--- config.mk ---
export PLATFORM = sky130hd
export DESIGN_NAME = fetch_unit
export DESIGN_NICKNAME = d
export VERILOG_FILES = /design/src/rtl/data_types_pkg.sv /design/src/rtl/fetch_unit.sv
export SDC_FILE = /design/constraint.sdc
export NUM_CORES = 1
export LEC_CHECK = 0
export BUFFER_PORTS_ARGS = -buffer_cell sky130_fd_sc_hd__buf_2
export CAP_MARGIN = 25
export CELL_PAD_IN_SITES_DETAIL_PLACEMENT = 1
export CELL_PAD_IN_SITES_GLOBAL_PLACEMENT = 1
export CORE_MARGIN = 4
export CORE_UTILIZATION = 37
export CTS_BUF_LIST = sky130_fd_sc_hd__clkbuf_4 sky130_fd_sc_hd__clkbuf_8
export DETAILED_ROUTE_END_ITERATION = 10
export GPL_ROUTABILITY_DRIVEN = 0
export HOLD_SLACK_MARGIN = 0.08
export PLACE_DENSITY_LB_ADDON = 0.1
export SYNTH_ARGS = -nofsm -noshare
export SYNTH_HDL_FRONTEND = slang
export SYNTH_SLANG_ARGS = --single-unit
--- constraint.sdc ---
create_clock -name clk_i -period 5.74 [get_ports clk_i]
set_input_delay 1.148 -clock clk_i [delete_from_list [all_inputs] [get_ports clk_i]]
set_output_delay 1.148 -clock clk_i [all_outputs]
set_load 0.05 [all_outputs]
--- src/rtl/data_types_pkg.sv ---
// rtl/data_types_pkg.sv - shared data types for the instruction front end
package data_types_pkg;

    typedef logic [31:0] word32_t;

    typedef enum logic [1:0] {
        FETCH_IDLE = 2'd0,
        FETCH_REQ  = 2'd1,
        FETCH_WAIT = 2'd2
    } fetch_state_e;

    localparam word32_t FETCH_PC_STEP = 32'd4;

    function automatic word32_t word_align(input word32_t addr);
        return addr & ~32'h3;
    endfunction

endpackage

--- src/rtl/fetch_unit.sv ---
// rtl/fetch_unit.sv - single-outstanding instruction fetch stage feeding the instruction fifo
module fetch_unit
    import data_types_pkg::*;
#(
    parameter word32_t RESET_PC = 32'h0000_0000,
    parameter word32_t PC_STEP  = FETCH_PC_STEP
) (
    input  logic        clk_i,
    input  logic        reset_ni,
    input  logic        halt_i,
    input  logic        redirect_i,
    input  logic [31:0] redirect_pc_i,
    output logic        req_valid_o,
    output logic [31:0] req_addr_o,
    input  logic        req_ready_i,
    input  logic        rsp_valid_i,
    input  logic [31:0] rsp_data_i,
    input  logic        rsp_err_i,
    input  logic        fifo_full_i,
    output logic        fifo_write_o,
    output logic [31:0] fifo_wdata_o,
    output logic [31:0] pc_o,
    output logic        fault_o
);

    fetch_state_e state;
    word32_t      pc;
    word32_t      req_addr;
    logic         req_valid;
    logic         fault;
    logic         kill;
    logic         rsp_here;
    logic         rsp_keep;

    // A response only counts in WAIT; kill or a same-cycle redirect makes it stale.
    assign rsp_here = (state == FETCH_WAIT) && rsp_valid_i;
    assign rsp_keep = rsp_here && !kill && !redirect_i;

    assign fifo_write_o = rsp_keep && !rsp_err_i;
    assign fifo_wdata_o = fifo_write_o ? rsp_data_i : 32'h0;
    assign req_valid_o  = req_valid;
    assign req_addr_o   = req_addr;
    assign pc_o         = pc;
    assign fault_o      = fault;

    always_ff @(posedge clk_i or negedge reset_ni) begin
        if (!reset_ni) begin
            state     <= FETCH_IDLE;
            pc        <= RESET_PC;
            req_addr  <= RESET_PC;
            req_valid <= 1'b0;
            fault     <= 1'b0;
            kill      <= 1'b0;
        end else begin
            case (state)
                FETCH_IDLE: begin
                    if (!halt_i && !fifo_full_i && !redirect_i && !fault) begin
                        state     <= FETCH_REQ;
                        req_valid <= 1'b1;
                        req_addr  <= pc;
                    end
                end
                FETCH_REQ: begin
                    if (req_ready_i) begin
                        state     <= FETCH_WAIT;
                        req_valid <= 1'b0;
                    end
                end
                FETCH_WAIT: begin
                    if (rsp_valid_i) begin
                        state <= FETCH_IDLE;
                        kill  <= 1'b0;
                        if (rsp_keep) begin
                            if (rsp_err_i) begin
                                fault <= 1'b1;
                            end else begin
                                pc <= pc + PC_STEP;
                            end
                        end
                    end
                end
                default: begin
                    state     <= FETCH_IDLE;
                    req_valid <= 1'b0;
                    kill      <= 1'b0;
                end
            endcase

            // The request in flight cannot be retracted, so its response is marked stale instead.
            if (redirect_i) begin
                pc    <= word_align(redirect_pc_i);
                fault <= 1'b0;
                if ((state == FETCH_REQ) || ((state == FETCH_WAIT) && !rsp_valid_i)) begin
                    kill <= 1'b1;
                end
            end
        end
    end

endmodule

* Yosys cells after proc, flatten, opt, wreduce, memory -nomap -nowiden
Cells that the tools add are included.
Operators by class: $add $sub $neg 1, equal/unequal tests 6, muxes and demuxes 22, bitwise gates (word level) 1, reductions and logical operators 27
Operators with widths (number):
- two-way mux 32 bit | 6
- adder 32 x 3 -> 32 bit (second input constant) | 1
- two-way mux 1 bit | 10
- logical AND 1 bit | 8
- != test 2 bit (second input constant) | 4
- AND reduction 4 bit | 2
- nonzero test 2 bit | 4
- zero test 1 bit | 7
- two-way mux 2 bit | 3
- one-hot mux 2 bit (3 select lines) | 1
- AND reduction 3 bit | 2
- one-hot mux 1 bit (3 select lines) | 1
- == test 2 x 1 -> 1 bit (second input constant) | 1
- == test 2 bit (second input constant) | 1
- zero test 2 bit | 1
- one-hot mux 1 bit (2 select lines) | 1
- AND reduction 2 bit | 1
- OR reduction 2 bit | 1
- logical OR 1 bit | 1
- inverter 1 bit | 1
Word-level totals: register bits after elaboration 69, bits of input ports 72, output and inout bits 99, logic and storage cells 63

* Depth between registers and ports, before layout
word-level depth 8, depth in mapped cells 7, gate-level depth less buffers 5

* Worst setup path before layout
No wires, ideal clock.
kind in2out, start input redirect_i, end output fifo_wdata_o[22], data arrival time 2.823 ns, data required time 4.592 ns, setup slack 1.769 ns, cell stages on the path 4, path through clkbuf_1 > nor3_1 > clkbuf_1 > and2_1
Between the ends: cells in the longest elaborated chain, start to end 4
Ends and longest elaborated chain:
- start, declared | line fetch_unit.sv:11 | input logic redirect_i,
- zero test 1 bit | line fetch_unit.sv:37 | assign rsp_keep = rsp_here && !kill && !redirect_i;
- logical AND 1 bit | line fetch_unit.sv:37
- logical AND 1 bit | line fetch_unit.sv:39 | assign fifo_write_o = rsp_keep && !rsp_err_i;
- named net fifo_write_o | line fetch_unit.sv:20 | output logic fifo_write_o,
- two-way mux 32 bit | line fetch_unit.sv:40 | assign fifo_wdata_o = fifo_write_o ? rsp_data_i : 32'h0;
- end, declared | line fetch_unit.sv:21 | output logic [31:0] fifo_wdata_o,
The timed path passes the listed nets, and every way through them passes these cells.

* Final worst setup path
start input redirect_i, end output fifo_wdata_o[20]
Between the ends: cells in the longest elaborated chain, start to end 4
Ends and longest elaborated chain (line):
- zero test 1 bit | fetch_unit.sv:37
- logical AND 1 bit | fetch_unit.sv:37
- logical AND 1 bit | fetch_unit.sv:39
- two-way mux 32 bit | fetch_unit.sv:40
No other way between the ends.

==> flow_summary_export.csv <==
group,metric,value,unit
status,outcome,"complete, no violations",
critical_path,reg2reg_slack,3.40,ns
pwr,powerDensity,373,nW/um^2
route,antenna_violating_nets_post_route,0,
clock_tree,cts_buffer_depth,2,
synthesis,yosys.area.top_type_share,47.6,%
critical_path,endpoint_kind,"primary output",
critical_path,start_kind,"input pin",
cells_and_area,finalNetCount,566,
clock_tree,htreeDepth,3,
clock_tree,clk_pin_slew,0.07,ns
synthesis,synth_xor_area_share,2.31,%
synthesis,async_flop_share,100,%
route,route.vias.total,3233,
critical_path,r2r_end,"pc_o[27]",
timing,worst_pin_slew,0.855,ns
critical_path,setup.worst_path.start,"redirect_i",
pwr,finalPower,1.69,mW
timing,slew_viol_final,0,
clock_tree,cts_tree,"built",
critical_path,crit_path_max_fanout,37,
clock_tree,cts_resized,0,
timing,hold_viol,0,
synthesis,synthSimpleGateAreaFrac,25.3,%
pwr,peakVddDrop,0.232,mV
timing,setup_viol,0,
synthesis,synthMuxAreaShare,10.5,%
cells_and_area,fillers,1058,
synthesis,yosysWarnings,0,
synthesis,synthAdderAreaFrac,0.366,%
route,routed_wl,10900,um
clock_tree,cts_buffers,9,
floorplan,io_pins,171,
synthesis,ys_top_cells_by_area,"dfrtp_1, mux2_2, and2_1",
synthesis,syn_area,3410,um^2
timing,clock_skew,0.0105,ns
synthesis,synth-seq-area-share,47.6,%
floorplan,die_x,104,um
timing,grt_setup_unrepaired,"false",
grt,grt_use_total,20.6,%
floorplan,dieArea,10800,um^2
timing,fin_tns_setup,0,ns
cells_and_area,drive_above_1_share,43.5,%
cells_and_area,syn_to_final_growth,32.4,%
critical_path,crit_type,"input pin to primary output",
critical_path,crit_arrival,2.64,ns
route,wire_per_inst,17.9,um
place,portBuffers,164,
synthesis,ys_seq_elements,65,
timing,fin_crit_sh,66.0,%
route,drtIter0Drc,86,
route,drc,0,
synthesis,syn_area_per_cell,10.1,um^2
synthesis,synth_edf_count,0,
route,dr.max_layer_used,"met4",
route,m1WireLength,4440,um
worst_hold_path,min_path_type,"flip-flop to flip-flop",
timing,fmax,264,MHz
floorplan,die_height,104,um
floorplan,start_util,38.6,%
synthesis,synth_area_leader_cell,"dfrtp_1",
critical_path,worstPathRequired,4.59,ns
grt,grt_pass1_wl,18300,um
cells_and_area,antennaDiodeCount,0,
grt,grt_start_max_net_pins,66,
floorplan,rows,34,
critical_path,cp-endpoint,"fifo_wdata_o[20]",
clock_tree,clk_latency,0.34,ns
clock_tree,root_buffer,"clkbuf_8",
route,wl_met2,5790,um
synthesis,synth_cells,337,
job,maxCapViolCount,0,
route,dr.pass1.iters,4,
route,via_per_inst,5.34,
grt,grt_pass1_vias,3505,
clock_tree,post-cts-setup-buffers,0,
timing,min_period,3.79,ns
floorplan,core-area,8850,um^2
synthesis,synth-compound-area-share,9.60,%
clock_tree,clkSinkCount,65,
timing,relSlewSlack,43.0,%
critical_path,r2r_cells,4,
critical_path,rr_startpoint,"state[0]",
grt,grt_antenna_before_repair,0,
pwr,leakage,2.16,nW
grt,gr-total-overflow,0,
synthesis,synth.distinct_cells,41,
synthesis,synth_top_family_by_area,"simple AND/OR/NAND/NOR gates",
route,wl_met3,511,um
place,dp_hpwl,8030,um
clock_tree,cts_hold_buf,0,
synthesis,synthFlopType,"dfrtp_1",
[cell families (layout without fill, tap and decap cells)]
group	Yosys count	after routing
other cells	1	4
buf+inv	30	187
compound gates	51	51
flops	65	65
xor+xnor	9	9
mux	32	32
fa+ha+maj	1	1
simple gates	148	148
[cell usage after synthesis (6+ instances only)]
cell type	count
nand3_1	14
mux2_2	30
a31oi_1	13
nor2_1	19
and2_1	33
clkbuf_1	17
nand4_1	9
o31ai_1	12
dfrtp_1	65
o21ai_0	15
nand2_1	28
xnor2_1	6
or4_1	18
[routing by layer]
metal | up-vias | GRT usage [%]
met3 | 13 | 4.90
met5 | - | 0
met4 | 0 | 5.60
li1 | 1535 | -
met1 | 1604 | 24.5
met2 | 81 | 37.2
[where the power goes]
| group | internal (mW) | total (mW) | switching [mW] |
|---|---|---|---|
| registers | 0.552 | 0.621 | 0.0690 |
| logic | 0.163 | 0.612 | 0.449 |
| clock network | 0.283 | 0.455 | 0.172 |
[state kept, by name, summed over array words and instances, names as in the netlist]
signal	cells
pc_o	30
req_addr_o	30
kill	1
fault_o	1
state	2
req_valid_o	1
[metrics by stage]
| stage | worst slack [ns] | util (%) | hold WS (ns) | area [um^2] | instances |
|---|---|---|---|---|---|
| 2_1_floorplan | 1.77 | - | 0.479 | 3430 | 340 |
| 3_3_place_gp | 1.58 | 48.3 | 0.458 | 4280 | 589 |
| 3_5_place_dp | 1.93 | 48.5 | 0.473 | 4290 | 590 |
| 4_1_cts | 1.91 | 51.1 | 0.491 | 4520 | 605 |
| 5_1_grt | 1.75 | 51.1 | 0.522 | 4520 | 605 |
| 6_report | 1.95 | 51.1 | 0.485 | 4520 | 605 |
[worst max-delay path, cell delays in order]
cell and delay [ns]:
buf_2 0.30, nor3_2 0.53, buf_6 0.23, and2_1 0.14, buf_2 0.27
[worst min-delay path by stage]
stage	start	end	slack (ns)	cells past startpoint
floorplan	kill	kill	0.48	1
global placement	req_addr_o[24]	req_addr_o[24]	0.46	2
CTS	req_addr_o[24]	req_addr_o[24]	0.49	2
global route	req_addr_o[4]	req_addr_o[4]	0.52	1
detailed placement	req_addr_o[24]	req_addr_o[24]	0.47	2
finish	req_addr_o[24]	req_addr_o[24]	0.49	2
[final cells by class]
class / instances / area (um^2) / share of cell area [%]
Tap cell: 108 / 135 / 2.99
Timing Repair Buffer: 167 / 847 / 18.7
Inverter: 5 / 18.8 / 0.415
Clock buffer: 13 / 173 / 3.82
Sequential cell: 65 / 1630 / 36.0
Multi-Input combinational cell: 245 / 1660 / 36.7
Clock inverter: 2 / 60.1 / 1.33
[cell usage in the layout, fill, tap and decap left out, drive strengths merged, types with 3 or more instances in the layout]
master / Yosys / routed
mux2: 30 / 30
or4: 18 / 18
dfrtp: 65 / 65
or3: 3 / 3
nand3: 14 / 14
and2: 33 / 33
clkbuf: 17 / 13
nand2: 28 / 28
nor4: 4 / 4
o21ai: 15 / 15
a31oi: 13 / 13
o211ai: 5 / 5
conb: 1 / 4
and3: 5 / 5
nand4: 9 / 9
xnor2: 6 / 6
xor2: 3 / 3
inv: 5 / 5
and4: 3 / 3
nor2: 19 / 19
buf: 8 / 167
o31ai: 12 / 12
Note: power is estimated with default switching activity, not from simulation.
